--- src/rtl/flag_pkg.sv ---
// Shared definitions for the flag stack unit: NZCV bit positions, the ARM
// condition-code encoding and the B.cond evaluation function.
package flag_pkg;

    localparam int FLAG_N = 3;
    localparam int FLAG_Z = 2;
    localparam int FLAG_C = 1;
    localparam int FLAG_V = 0;

    typedef enum logic [3:0] {
        COND_EQ = 4'b0000,
        COND_NE = 4'b0001,
        COND_CS = 4'b0010,
        COND_CC = 4'b0011,
        COND_MI = 4'b0100,
        COND_PL = 4'b0101,
        COND_VS = 4'b0110,
        COND_VC = 4'b0111,
        COND_HI = 4'b1000,
        COND_LS = 4'b1001,
        COND_GE = 4'b1010,
        COND_LT = 4'b1011,
        COND_GT = 4'b1100,
        COND_LE = 4'b1101,
        COND_AL = 4'b1110,
        COND_NV = 4'b1111
    } cond_e;

    // NV is "always" on ARMv8, so it shares the AL result.
    function automatic logic cond_eval(input cond_e c, input logic [3:0] nzcv);
        logic n_s;
        logic z_s;
        logic c_s;
        logic v_s;
        logic res_s;
        n_s = nzcv[FLAG_N];
        z_s = nzcv[FLAG_Z];
        c_s = nzcv[FLAG_C];
        v_s = nzcv[FLAG_V];
        case (c)
            COND_EQ: res_s = z_s;
            COND_NE: res_s = ~z_s;
            COND_CS: res_s = c_s;
            COND_CC: res_s = ~c_s;
            COND_MI: res_s = n_s;
            COND_PL: res_s = ~n_s;
            COND_VS: res_s = v_s;
            COND_VC: res_s = ~v_s;
            COND_HI: res_s = c_s & ~z_s;
            COND_LS: res_s = ~c_s | z_s;
            COND_GE: res_s = (n_s == v_s);
            COND_LT: res_s = (n_s != v_s);
            COND_GT: res_s = ~z_s & (n_s == v_s);
            COND_LE: res_s = z_s | (n_s != v_s);
            COND_AL: res_s = 1'b1;
            COND_NV: res_s = 1'b1;
            default: res_s = 1'b1;
        endcase
        return res_s;
    endfunction

endpackage

--- src/rtl/flag_lifo.sv ---
// STACK_DEPTH x NUM_FLAGS save/restore stack. Resolves the effective push/pop
// for the cycle, tracks depth and presents the current top entry.
module flag_lifo #(
    parameter int NUM_FLAGS   = 4,
    parameter int STACK_DEPTH = 4,
    parameter int DEPTH_W     = $clog2(STACK_DEPTH + 1)
) (
    input  logic                 clk,
    input  logic                 rst_n,
    input  logic                 push,
    input  logic                 pop,
    input  logic [NUM_FLAGS-1:0] wr_data,
    output logic                 push_eff,
    output logic                 pop_eff,
    output logic [NUM_FLAGS-1:0] top_data,
    output logic [DEPTH_W-1:0]   depth,
    output logic                 full,
    output logic                 empty
);

    localparam int IDX_W = (STACK_DEPTH > 1) ? $clog2(STACK_DEPTH) : 1;

    logic [NUM_FLAGS-1:0] stack_q [STACK_DEPTH];
    logic [NUM_FLAGS-1:0] stack_d [STACK_DEPTH];
    logic [DEPTH_W-1:0]   depth_q;
    logic [DEPTH_W-1:0]   depth_d;
    logic                 full_s;
    logic                 empty_s;
    logic [IDX_W-1:0]     wr_idx_s;
    logic [IDX_W-1:0]     rd_idx_s;

    // Occupancy status and effective operations; simultaneous push+pop cancel.
    always_comb begin
        full_s   = (depth_q == DEPTH_W'(STACK_DEPTH));
        empty_s  = (depth_q == {DEPTH_W{1'b0}});
        push_eff = push & ~pop & ~full_s;
        pop_eff  = pop & ~push & ~empty_s;
        wr_idx_s = IDX_W'(depth_q);
        if (empty_s) begin
            rd_idx_s = {IDX_W{1'b0}};
        end else begin
            rd_idx_s = IDX_W'(depth_q - DEPTH_W'(1));
        end
    end

    // Next stack contents and depth; popped entries keep their stale data.
    always_comb begin
        stack_d = stack_q;
        depth_d = depth_q;
        if (push_eff) begin
            stack_d[wr_idx_s] = wr_data;
            depth_d           = depth_q + DEPTH_W'(1);
        end else if (pop_eff) begin
            depth_d = depth_q - DEPTH_W'(1);
        end else begin
            depth_d = depth_q;
        end
    end

    // Stack storage and depth register.
    always_ff @(posedge clk or negedge rst_n) begin
        if (!rst_n) begin
            for (int i = 0; i < STACK_DEPTH; i++) begin
                stack_q[i] <= {NUM_FLAGS{1'b0}};
            end
            depth_q <= {DEPTH_W{1'b0}};
        end else begin
            stack_q <= stack_d;
            depth_q <= depth_d;
        end
    end

    // Output drive from registered state.
    always_comb begin
        top_data = stack_q[rd_idx_s];
        depth    = depth_q;
        full     = full_s;
        empty    = empty_s;
    end

endmodule

--- src/rtl/flag_stack_unit.sv ---
// Masked condition-flag register with forwarding, B.cond evaluation and a
// save/restore stack for exception entry and return.
module flag_stack_unit
    import flag_pkg::*;
#(
    parameter int NUM_FLAGS   = 4,
    parameter int STACK_DEPTH = 4,
    parameter int FWD_EN      = 1
) (
    input  logic                               clk,
    input  logic                               reset,
    input  logic [NUM_FLAGS-1:0]               flags_in,
    input  logic                               set_flag,
    input  logic [NUM_FLAGS-1:0]               set_mask,
    input  logic                               push,
    input  logic                               pop,
    input  logic [3:0]                         cond,
    input  logic                               err_clear,
    output logic [NUM_FLAGS-1:0]               flags_out,
    output logic [NUM_FLAGS-1:0]               flags_fwd,
    output logic                               cond_true,
    output logic [$clog2(STACK_DEPTH+1)-1:0]   depth,
    output logic                               stack_full,
    output logic                               stack_empty,
    output logic                               err_overflow,
    output logic                               err_underflow
);

    localparam int DEPTH_W = $clog2(STACK_DEPTH + 1);

    logic [NUM_FLAGS-1:0] flags_q;
    logic [NUM_FLAGS-1:0] flags_d;
    logic                 err_overflow_q;
    logic                 err_overflow_d;
    logic                 err_underflow_q;
    logic                 err_underflow_d;
    logic [NUM_FLAGS-1:0] base_s;
    logic [NUM_FLAGS-1:0] top_data_s;
    logic                 push_eff_s;
    logic                 pop_eff_s;
    logic                 full_s;
    logic                 empty_s;
    logic [DEPTH_W-1:0]   depth_s;

    // Stack always saves the pre-update registered flags.
    flag_lifo #(
        .NUM_FLAGS   (NUM_FLAGS),
        .STACK_DEPTH (STACK_DEPTH),
        .DEPTH_W     (DEPTH_W)
    ) u_lifo (
        .clk      (clk),
        .rst_n    (reset),
        .push     (push),
        .pop      (pop),
        .wr_data  (flags_q),
        .push_eff (push_eff_s),
        .pop_eff  (pop_eff_s),
        .top_data (top_data_s),
        .depth    (depth_s),
        .full     (full_s),
        .empty    (empty_s)
    );

    // Next flags: a masked set overrides a restored value bit by bit.
    always_comb begin
        if (pop_eff_s) begin
            base_s = top_data_s;
        end else begin
            base_s = flags_q;
        end
        if (set_flag) begin
            flags_d = (flags_in & set_mask) | (base_s & ~set_mask);
        end else begin
            flags_d = base_s;
        end
    end

    // Sticky error bits; clear wins over a same-cycle new error.
    always_comb begin
        if (err_clear) begin
            err_overflow_d  = 1'b0;
            err_underflow_d = 1'b0;
        end else begin
            err_overflow_d  = err_overflow_q  | (push & ~pop & full_s);
            err_underflow_d = err_underflow_q | (pop & ~push & empty_s);
        end
    end

    // Flag and error registers.
    always_ff @(posedge clk or negedge reset) begin
        if (!reset) begin
            flags_q         <= {NUM_FLAGS{1'b0}};
            err_overflow_q  <= 1'b0;
            err_underflow_q <= 1'b0;
        end else begin
            flags_q         <= flags_d;
            err_overflow_q  <= err_overflow_d;
            err_underflow_q <= err_underflow_d;
        end
    end

    // Forwarding path and condition evaluation; generic flags are ignored.
    always_comb begin
        if (FWD_EN != 0) begin
            flags_fwd = flags_d;
        end else begin
            flags_fwd = flags_q;
        end
        cond_true = cond_eval(cond_e'(cond), flags_fwd[3:0]);
    end

    // Output drive.
    always_comb begin
        flags_out     = flags_q;
        depth         = depth_s;
        stack_full    = full_s;
        stack_empty   = empty_s;
        err_overflow  = err_overflow_q;
        err_underflow = err_underflow_q;
    end

endmodule
--- config.mk ---
export PLATFORM = sky130hd
export DESIGN_NAME = flag_stack_unit
export DESIGN_NICKNAME = d
export VERILOG_FILES = /design/src/rtl/flag_pkg.sv /design/src/rtl/flag_lifo.sv /design/src/rtl/flag_stack_unit.sv
export SDC_FILE = /design/constraint.sdc
export NUM_CORES = 1
export LEC_CHECK = 0
export CAP_MARGIN = 5
export CORE_AREA = 2 2 110 70
export DETAILED_ROUTE_END_ITERATION = 10
export DIE_AREA = 0 0 112 72
export PLACE_DENSITY = 0.43
export SLEW_MARGIN = 20
export SYNTH_ARGS = -nofsm -noshare
export SYNTH_HDL_FRONTEND = slang
export SYNTH_HIERARCHICAL = 1
export SYNTH_SLANG_ARGS = --single-unit
export TNS_END_PERCENT = 30
--- constraint.sdc ---
create_clock -name clk -period 4.65 [get_ports clk]
set_input_delay 0.93 -clock clk [delete_from_list [all_inputs] [get_ports clk]]
set_output_delay 0.93 -clock clk [all_outputs]
set_load 0.02 [all_outputs]
# --- Word-level counts from Yosys, hierarchy flattened ---
# Index checks and enable logic that the tools add are counted.
classes:
  n_mux: 14
  reduce_logical: 5
  add_sub_neg: 2
  n_eq_ne: 18
  order_cmp: 3
  bitwise: 26
op_table:
  columns: ["op", "count"]
  rows:
  - ["== test 4 bit (second input constant)", 8]
  - ["2-to-1 mux 4 bit", 5]
  - ["bitwise mux 16 bit", 1]
  - ["== test 4 x 3 -> 1 bit (second input constant)", 4]
  - ["case mux 1 bit (15 select lines)", 1]
  - ["AND 1 bit", 8]
  - ["AND 4 bit", 2]
  - ["binary-select mux 4 bit (select 2 bit)", 1]
  - ["demux 4 bit (select 2 bit)", 1]
  - ["== test 4 x 2 -> 1 bit (second input constant)", 2]
  - ["inverter 1 bit", 8]
  - [">= comparator 3 bit (second input constant)", 2]
  - ["2-to-1 mux 3 bit", 2]
  - ["inverter 2 -> 3 bit", 2]
  - ["== test 4 x 1 -> 1 bit (second input constant)", 1]
  - ["zero test 4 bit", 1]
  - ["inverter 4 bit", 1]
  - ["bitwise OR 1 bit", 4]
  - ["bitwise OR 4 bit", 1]
  - ["adder 3 x 1 -> 3 bit (second input constant)", 1]
  - ["== test 3 bit (second input constant)", 1]
  - ["zero test 3 bit", 1]
  - ["less-than comparator 3 x 1 -> 1 bit (second input constant)", 1]
  - ["subtractor 3 x 1 -> 3 bit (second input constant)", 1]
  - ["other kinds (7)", 8]
totals:
  out_inout_bits: 16
  word_cells: 76
  in_bits: 18
  ff_bits: 25

# --- Depth between registers and ports, before layout ---
# Gate-level depths: netlist (run 1).
depth:
  word_depth: 13
  depth_mapped: 15
  depth_no_buf: 14

# --- Hierarchy ---
# Netlist (run 1), hierarchy kept.
modules_own_cells:
  columns: ["mod", "area_each_um2", "cells_per_inst", "seq_area_each_um2", "n_inst"]
  rows:
  - ["flag_lifo", 1133.6, 93, 475.5, 1]
  - ["flag_stack_unit", 510.5, 53, 150.1, 1]

# --- Least setup slack after synthesis (run 1) ---
# No wires, ideal clock.
synth_path:
  path_type: "register to output"
  from: "register u_lifo.depth_q[0], in the netlist u_lifo/depth[0]"
  to: "output cond_true"
  arrival_ps: 3358
  required_time_ps: 3720
  setup_slack_ps: 362
  path_stages_with_launch: 16
  path_cell_list: "dfrtp_1 buf_2 inv_1 ha_1 nand2b_4 inv_2 or3_1 o21ai_0 a221oi_1 mux2_2 mux2i_2 inv_2 xnor2_2 o31ai_4 xnor2_1 o311ai_2"
synth_between:
  elab_chain_cells: 13
  elab_cells_between_ends: 24
synth_lines:
  columns: ["item", "line", "rtl"]
  rows:
  - ["start, declared", "flag_lifo.sv:25", "logic [DEPTH_W-1:0] depth_q;"]
  - ["start signal, assigned", "flag_lifo.sv:66", "depth_q <= {DEPTH_W{1'b0}};"]
  - ["start signal, assigned", "flag_lifo.sv:69", "depth_q <= depth_d;"]
  - ["zero test 3 bit *", "flag_lifo.sv:35", "empty_s = (depth_q == {DEPTH_W{1'b0}});"]
  - ["via stack_empty", "flag_stack_unit.sv:24", "output logic stack_empty,"]
  - ["2-to-1 mux 2 bit *", "flag_lifo.sv:39", "if (empty_s) begin"]
  - ["inverter 2 -> 3 bit (implied by the code) *", "flag_lifo.sv:75", "top_data = stack_q[rd_idx_s];"]
  - ["binary-select mux 4 bit (select 2 bit) *", "flag_lifo.sv:75", null]
  - ["2-to-1 mux 4 bit (implied by the code) * (2 in a row)", "flag_lifo.sv:75", null]
  - ["via top_data_s[3]", "flag_stack_unit.sv:38", "logic [NUM_FLAGS-1:0] top_data_s;"]
  - ["2-to-1 mux 4 bit *", "flag_stack_unit.sv:66", "if (pop_eff_s) begin"]
  - ["AND 4 bit", "flag_stack_unit.sv:72", "flags_d = (flags_in & set_mask) | (base_s & ~set_mask);"]
  - ["bitwise OR 4 bit", "flag_stack_unit.sv:72", null]
  - ["2-to-1 mux 4 bit *", "flag_stack_unit.sv:71", "if (set_flag) begin"]
  - ["via flags_fwd[3]", "flag_stack_unit.sv:20", "output logic [NUM_FLAGS-1:0] flags_fwd,"]
  - ["!= test 1 bit or == test 1 bit (tied branches)", null, null]
  - ["bitwise OR 1 bit or AND 1 bit (tied branches)", "flag_pkg.sv:54, flag_pkg.sv:53", null]
  - ["case mux 1 bit (15 select lines) *", "flag_pkg.sv:40", "case (c)"]
  - ["end, declared", "flag_stack_unit.sv:21", "output logic cond_true,"]
# The timed path passes the listed nets; every way through them passes the cells marked *. The select of a mux whose other input is x is not followed.

# --- Final worst setup path (run 1) ---
layout_path:
  from: "input pop"
  to: "output cond_true"
layout_between:
  elab_chain_cells: 9
  elab_cells_between_ends: 17
layout_lines:
  columns: ["item", "line", "rtl"]
  rows:
  - ["start, declared", "flag_stack_unit.sv:16", "input logic pop,"]
  - ["AND 1 bit * (2 in a row)", "flag_lifo.sv:37", "pop_eff = pop & ~push & ~empty_s;"]
  - ["via pop_eff_s", "flag_stack_unit.sv:40", "logic pop_eff_s;"]
  - ["2-to-1 mux 4 bit *", "flag_stack_unit.sv:66", null]
  - ["AND 4 bit", "flag_stack_unit.sv:72", null]
  - ["bitwise OR 4 bit", "flag_stack_unit.sv:72", null]
  - ["2-to-1 mux 4 bit *", "flag_stack_unit.sv:71", null]
  - ["!= test 1 bit (tied with other cells)", "flag_pkg.sv:52, flag_pkg.sv:54", null]
  - ["bitwise OR 1 bit (tied with other cells)", "flag_pkg.sv:54", "COND_LE: res_s = z_s | (n_s != v_s);"]
  - ["case mux 1 bit (15 select lines) *", "flag_pkg.sv:40", null]
# The timed path passes the listed nets; every way through them passes the cells marked *.

==> impl_summary.md, run 1 <==
Timing
Between clock sinks in the finished design, the worst skew comes to 5.52 ps. The transition time at the pin with the least slew margin is 960 ps. The number of endpoints with negative hold slack in the final report is 0.

The post-layout minimum cycle time is 4480 ps. In this run the tightest slew margin relative to its limit is 35.8%. Setup repair after global routing left no endpoint under its margin.

Setup total negative slack on the finished layout was measured at 0 ps. The max-slew violation count was 0. The maximum frequency from static timing analysis is 223 MHz. The final number of setup-violating endpoints is 0. The fraction of the cycle the final worst path needs is 96.3%.

Worst setup path
The buffer and inverter count on the worst path is 3. By startpoint and endpoint, the worst setup path is classified as input pin to output pin. For flop-to-flop paths, the worst setup slack is 2210 ps. The maximum fanout along the worst path is 3.

STA classifies the critical path startpoint as an input pin. Walking the worst path, the cells encountered are clkdlybuf4s50_1, or2b_1, nor2_4, mux2_2, mux2i_2, inv_2, xnor2_2, a32o_1, a22oi_1, o311ai_2, dlygate4sd2_1. At the worst endpoint, the required time is 3720 ps. The family of cells with the greatest summed delay on the critical path is buffers and inverters. Among all stages on the critical path, the largest delay is contributed by sky130_fd_sc_hd__clkdlybuf4s50_1. For the worst flop-to-flop path, the logic depth is 11. The data arrival time of the critical path is 3550 ps. The endpoint identified for the worst register-to-register timing path is flags_out[2]. The longest individual stage delay on the worst path is 460 ps. The worst register-to-register path begins at u_lifo/depth[1]. STA classifies the critical path endpoint as an output pin.

Synthesis
For this run, the leading register cell type out of synthesis is sky130_fd_sc_hd__dfrtp_1. The cell count after synthesis came out at 146. Yosys attributes the largest share of cell area to sky130_fd_sc_hd__dfrtp_1 (38%), sky130_fd_sc_hd__mux2_4 (12%), sky130_fd_sc_hd__mux2_2 (6.2%), sky130_fd_sc_hd__ha_1 (3.8%), sky130_fd_sc_hd__mux2i_1 (3.7%). Yosys mapped a number of flops with a built-in enable equal to 0. The most frequent cell after synthesis is sky130_fd_sc_hd__dfrtp_1. sky130_fd_sc_hd__dfrtp_1 takes more of the synthesized area than any other cell. The mapped netlist covers 1640 sq um.

The fraction of post-synthesis cell area in the top cell type by area is 38.1%. The share of synthesized area occupied by flip-flops and latches is 38.1%. By count the netlist is led by sky130_fd_sc_hd__dfrtp_1 (25), sky130_fd_sc_hd__mux2_4 (13), sky130_fd_sc_hd__nor2_1 (13). The number of nets handed over by synthesis was 169. The mean instance size in the synthesized netlist is 11.3 sq um.

The async set-or-reset flop fraction in the synthesized netlist is 100%. In this run, synthesis produced a sequential element count of 25. During synthesis, Yosys emitted a total of 6 warnings. Counting distinct cell types in the post-synthesis netlist gives 39.

Placed design
Input and output buffers added on the ports amount to 33. The cell area reported after detailed placement is 2180 sq um. The post-DP HPWL is 3.13 mm. The routability congestion estimate is 0.792.

Global route
The combined global-route utilization of all metal layers is 10.2%. The via count of the first global-routing pass was 1213. The sum of overflow across all layers after global routing is 0. The first global-routing pass estimated 6.48 mm of wire. The number of antenna violations at the first check in global routing is 0. Entering global routing, the biggest net connects 21 pins.

Routing
For this run, design rule violations remaining after detail routing come to 0. The final route contains 1218 vias. After detailed routing, the average wire length per cell comes to 14.2 um. The detail-routed via count per cell is 4.27. Summed over all layers, the routed wires come to 4.04 mm. The detailed router finished its first iteration with 127 violations.

In this run the remaining antenna-violating nets after routing total 0. The pre-antenna-repair detailed-routing pass consisted of 4 iterations.

CTS
In this run the number of H-tree levels came out at 1. The CTS tree is done. The root buffer cell is sky130_fd_sc_hd__clkbuf_16. The clock latency of the later-clocked register in the worst-skew pair is 260 ps.

Counting the buffers created by CTS gives 3. Counting every sink on the clock net gives 25. The number of post-CTS setup repair buffers is 0. The clock slew seen by the registers of the worst setup and hold paths is 60 ps.

The maximum clock path buffer count is 2. The post-cts hold buffer count is 0.

Power
For this design the static power due to leakage is 1.03 nW. The power density over the cells is 686 nW/um^2. The worst-case IR drop observed on VDD is 0.271 mV. The design draws 0.00155 W.

Floorplanning
The initial cell density of the core is 23.4%. The number of placement rows is 24. The total area inside the core boundary comes to 7030 sq um. The number of I/O pins is 34. The die covers 8060 sq um.

The die is 112 um wide. The die is 72 um tall.

Run
Max-cap violations in this run came to 0.

Final layout
The fill cell total of the finished layout is 730. The share of cells above drive strength 1 is 28.9%. The net count of the finished layout is 218.

The area added between synthesis and finish is 37.7%. After routing the design area is 2260 sq um. The number of antenna diodes is 0.

Outcome
The run finished with clean final reports.

Worst hold path
The path with the worst hold slack has its endpoint at err_underflow. The worst hold path startpoint is err_underflow. The kind of path behind the tightest hold check is register to register.

The cell depth of the worst hold path is 2.
==> through the flow <==
stage          util (%)  cells  hold slack, ps  setup WS [ps]
2_1_floorplan         -    146             475            362
3_3_place_gp       31.0    281             493           -215
3_5_place_dp       31.0    281             490           -148
4_1_cts            32.1    285             510           87.6
5_1_grt            32.2    285             513           21.6
6_report           32.2    285             503            174
==> cell type report <==
class | instances | area [sq um] | share of cell area (%)
inverter | 11 | 41.3 | 1.82
timing repair buffer | 47 | 434 | 19.2
multi-input combinational | 107 | 967 | 42.7
sequential | 25 | 627 | 27.7
tap | 91 | 114 | 5.03
clock inverter | 1 | 5.00 | 0.221
clock buffer | 3 | 75.1 | 3.32
==> per-layer routing <==
metal  vias up  part of all wire (%)  GRT usage [%]
met5         -                     0              0
met4         0                  0.54           1.22
met3         2                   3.6           2.92
met2        19                    39           14.1
met1       578                    57           15.9
li1        619                     -              -
==> kinds of logic (layout without fill, tap and decap cells) <==
| group | after synthesis | after routing | synth area share [%] |
|---|---|---|---|
| simple gates | 41 | 41 | 14.7 |
| mux | 30 | 30 | 23.9 |
| compound gates | 26 | 26 | 12.9 |
| flops | 25 | 25 | 38.1 |
| buf+inv | 14 | 62 | 3.58 |
| fa+ha+maj | 5 | 5 | 3.81 |
| xor+xnor | 5 | 5 | 3.12 |
==> report_power, final <==
group	internal (W)	switching (W)	total, W
clock network	0.000116	0.0000785	0.000194
logic	0.000489	0.000454	0.000943
registers	0.000322	0.0000936	0.000415
==> what timing repair did <==
| action | CTS | global route |
|---|---|---|
| pin swaps | 0 | 0 |
| endpoints found under the setup margin | 1 | 1 |
| resized for setup | 1 | 3 |
==> worst max path at each step <==
| stage | startpoint | to | slack [ps] | cells past startpoint |
|---|---|---|---|---|
| global placement | pop | cond_true | -210 | 10 |
| finish | pop | cond_true | 170 | 11 |
| floorplan | u_lifo/depth[0] | cond_true | 360 | 15 |
| detailed placement | pop | cond_true | -150 | 11 |
| CTS | pop | cond_true | 90 | 11 |
| global route | pop | cond_true | 20 | 11 |
==> cells in the final DEF, fill, tap and decap left out, drive strengths merged <==
master         Yosys  final
a21oi              2      2
nand2             12     12
clkbuf             2      3
a32o               1      1
a21o               1      1
o311ai             3      3
and2               1      1
nand3              2      2
ha                 5      5
o21ai              6      6
mux2              22     22
o31ai              1      1
buf                1     14
nor2              14     14
inv               11     11
nand3b             2      2
o21a               1      1
a221oi             4      4
or3                5      5
a2111oi            1      1
clkinv             0      1
mux2i              8      8
dlygate4sd2        0      1
a31oi              2      2
a32oi              1      1
or2b               1      1
xnor2              5      5
dfrtp             25     25
a31o               1      1
clkdlybuf4s50      0     32
a22oi              2      2
nand2b             4      4
==> registers in the layout, indices dropped and copies added, names as in the netlist <==
register        cells
err_overflow        1
err_underflow       1
flags_out           4
u_lifo/depth        3
u_lifo/stack_q     16
==> worst reg2reg max path, cell delays in order (launching register included) <==
cell,delay (ps)
sky130_fd_sc_hd__dfrtp_2,400
sky130_fd_sc_hd__inv_1,110
sky130_fd_sc_hd__ha_1,240
sky130_fd_sc_hd__nand2b_4,110
sky130_fd_sc_hd__inv_2,90
sky130_fd_sc_hd__or3_1,320
sky130_fd_sc_hd__o21ai_0,100
sky130_fd_sc_hd__a221oi_1,110
sky130_fd_sc_hd__mux2_2,290
sky130_fd_sc_hd__mux2i_1,260
sky130_fd_sc_hd__inv_1,140
sky130_fd_sc_hd__buf_4,160
Power figures use the tool's default switching activity.
==> run 2, diff against run 1 <==
--- a/config.mk
+++ b/config.mk
@@ -6,9 +6,9 @@
 export NUM_CORES = 1
 export LEC_CHECK = 0
 export CAP_MARGIN = 5
-export CORE_AREA = 2 2 110 70
+export CORE_AREA = 4 4 112 72
 export DETAILED_ROUTE_END_ITERATION = 10
-export DIE_AREA = 0 0 112 72
+export DIE_AREA = 0 0 116 76
 export PLACE_DENSITY = 0.43
 export SLEW_MARGIN = 20
 export SYNTH_ARGS = -nofsm -noshare
==> impl_summary.md, run 2 (same netlist as run 1, synthesis figures left out) <==
Power
The internal portion of total power was 0.000938 W (+1.3%). The share of total power in sequential cells is 26.9% (+0.2 points). The fraction of power spent switching nets was 39.9% (-0.44 points). The total net switching power came to 0.000622 W (-0.60%). The leakage power total is 1.04 nW (+0.80%). The largest voltage drop on the vdd net is 0.269 mV (-0.44%). The power density over the cells is 683 nW/um^2 (-0.37%). The part of the power in the clock network is 12.5% (about the same). The combinational fraction of design power is 60.6% (about the same).

Timing
Setup repair after global routing left no endpoint under its margin. The final sum of negative setup slack is 0 ps (unchanged). The worst hold slack came to 504 ps (+1.49 ps). The max-slew violation count came to 0 (unchanged). The final number of setup-violating endpoints is 0 (unchanged). The post-layout minimum cycle time came to 4480 ps (-0.487 ps). The worst slew slack as a fraction of its limit came to 71.7% (+36 points). The clock tree skew after final layout is 4.00 ps (-1.51 ps). The transition time at the pin with the least slew margin is 424 ps (-536 ps).

The number of endpoints with negative hold slack in the final report was 0 (unchanged). The fraction of the cycle the final worst path needs came to 96.3% (about the same). The maximum frequency from static timing analysis is 223 MHz (about the same). The post-layout worst setup margin was 174 ps (+0.487 ps).

Final layout
Leaving out fill and tap cells, the most frequent cell in the layout is sky130_fd_sc_hd__clkdlybuf4s50_1. The area added between synthesis and finish is 38.9%. The net count of the finished layout is 220 (+0.92%). The number of antenna diodes is 0 (unchanged).

The register with the most flip-flops in the final layout is u_lifo/stack_q. The number of flip-flops under the largest register name is 16 (unchanged). In the layout the commonest cells are sky130_fd_sc_hd__clkdlybuf4s50_1 (32), sky130_fd_sc_hd__dfrtp_1 (25), sky130_fd_sc_hd__buf_4 (16). The fill cell total of the finished layout is 729 (-0.14%). The area of all placed cells without fillers is 2280 sq um (+0.88%). The share of cells above drive strength 1 came to 29.1% (+0.22 points).

Floorplanning
The die outline height came to 76 um (+5.6%). The number of placement rows came to 24 (unchanged). The number of I/O pins was 34 (unchanged). The initial cell density of the core came to 23.4% (unchanged). The area of the die is 8820 sq um (+9.3%).

The chip width is 116 um (+3.6%). The area inside the core boundary is 7030 sq um (unchanged).

CTS
The tree is rooted in a sky130_fd_sc_hd__clkbuf_16. The clock latency of the later-clocked register in the worst-skew pair is 260 ps (about the same). The total clock sinks was 25 (unchanged). The depth of the CTS H-tree came to 1 (unchanged). The maximum clock path buffer count is 2 (unchanged). The post-cts hold buffer count is 0 (unchanged). TritonCTS built the clock tree. The CTS buffer count is 3 (unchanged).

The clock slew seen by the registers of the worst setup and hold paths is 70 ps (about the same).

Worst setup path
The worst reg-to-reg path cell count is 10 (-1). The maximum fanout along the worst path is 4 (+1). The terminus of the critical flop-to-flop path is flags_out[1]. STA classifies the critical path endpoint as an output pin. The source of the critical timing path is pop. STA classifies the critical path startpoint as an input pin. The data required time at the worst endpoint is 3720 ps (about the same). The slack of the worst reg-to-reg path came to 2350 ps (+140 ps).

The data arrival time of the critical path is 3550 ps (about the same). The critical path is of the input pin to output pin type. The worst flop-to-flop path startpoint is u_lifo/depth[1].

Routing
The remaining routing DRC violations is 0 (unchanged). The antenna violation net count after detailed routing was 0 (unchanged). The detail-routed via count per cell was 4.38 (+2.4%). The DRC marker count from the first detailed-route iteration is 85 (-33%). The total number of vias is 1256 (+3.1%). The final routed wire length divided by cell count is 13.8 um (-2.4%).

The total iterations of the first detailed-routing run is 4 (unchanged). The total wire length after detailed routing is 3.97 mm (-1.7%).

Worst hold path
The worst hold path startpoint is err_overflow. The end point of the worst hold path is err_overflow. The kind of path behind the tightest hold check is register to register. The cell depth of the worst hold path is 2 (unchanged).

Global route
The combined global-route utilization of all metal layers is 9.80% (-0.36 points). The sum of overflow across all layers after global routing is 0 (unchanged). The global-route wire length before repair came to 6.85 mm (+5.7%). The met3 layer usage reported by global route is 2.22% (-0.70 points).

The number of antenna violations at the first check in global routing is 0 (unchanged). The global-route layer with the greatest usage is met1. The global-route track usage on met1 is 16.0% (+0.076 points). The via count of the first global-routing pass is 1265 (+4.3%). The pin count of the biggest net entering global routing is 26 (+24%). The routing usage on met2 is 12.9% (-1.2 points).

Placed design
The post-DP HPWL is 3.13 mm (-0.14%). The number of port buffers is 33 (unchanged). The routability congestion estimate is 0.760 (-4.2%). The cell area reported after detailed placement came to 2180 sq um (unchanged). The worst slack at placement is -174 ps (-26.1 ps).

Outcome
The run finished with clean final reports.

Run
The number of max-capacitance violations reported is 0 (unchanged).
[run 2: routing by layer]
layer,share of wire (%),vias up
met5,0,-
met4,0.43,0
met3,5.8,2
met2,41,30
met1,52,600
li1,-,624
[run 2: cell type report]
class | instances | area, sq um | area share (%)
repair buffers | 49 | 449 | 19.7
multi-input cells | 107 | 971 | 42.5
inverters | 11 | 41.3 | 1.81
well taps | 91 | 114 | 4.99
clock buffers | 3 | 75.1 | 3.29
clock inverters | 1 | 7.51 | 0.329
flip-flops and latches | 25 | 626 | 27.4
[run 2: how the worst max path moves through the flow]
stage               cells past startpoint  slack, ps         to
floorplan                              15        360  cond_true
global placement                       11       -180  cond_true
detailed placement                     11       -170  cond_true
CTS                                    11         70  cond_true
global route                           11         30  cond_true
finish                                 11        170  cond_true
[run 2: through the flow]
| step | total power (W) | util (%) | cells |
|---|---|---|---|
| 3_3_place_gp | 0.00137 | 31.0 | 281 |
| 3_5_place_dp | 0.00136 | 31.0 | 281 |
| 2_1_floorplan | 0.00100 | - | 146 |
| 6_report | 0.00156 | 32.5 | 287 |
| 5_1_grt | 0.00169 | 32.5 | 287 |
| 4_1_cts | 0.00156 | 32.1 | 285 |
[run 2: what timing repair did]
item | 4_1_cts | 5_1_grt
setup buffers | 0 | 2
gates resized for setup | 1 | 2
cloned | 0 | 0
setup endpoints to repair | 1 | 1
[run 2: power groups by stage]
stage / clock network (W) / registers (W) / logic (W)
after floorplan: 0 / 0.000429 / 0.000571
after global placement: 0 / 0.000423 / 0.000949
after detailed placement: 0 / 0.000422 / 0.000941
after CTS: 0.000201 / 0.000420 / 0.000941
after global routing: 0.000210 / 0.000438 / 0.00104
final: 0.000195 / 0.000420 / 0.000945
[run 2: worst max-delay path: stages]
cell                              delay (ps)
sky130_fd_sc_hd__clkdlybuf4s50_1         470
sky130_fd_sc_hd__or2b_1                  270
sky130_fd_sc_hd__nor2_2                  140
sky130_fd_sc_hd__buf_4                   140
sky130_fd_sc_hd__mux2_2                  320
sky130_fd_sc_hd__mux2_2                  310
sky130_fd_sc_hd__xnor2_1                 180
sky130_fd_sc_hd__mux2i_1                 100
sky130_fd_sc_hd__a32oi_1                 210
sky130_fd_sc_hd__o311ai_2                130
sky130_fd_sc_hd__dlygate4sd2_1           340
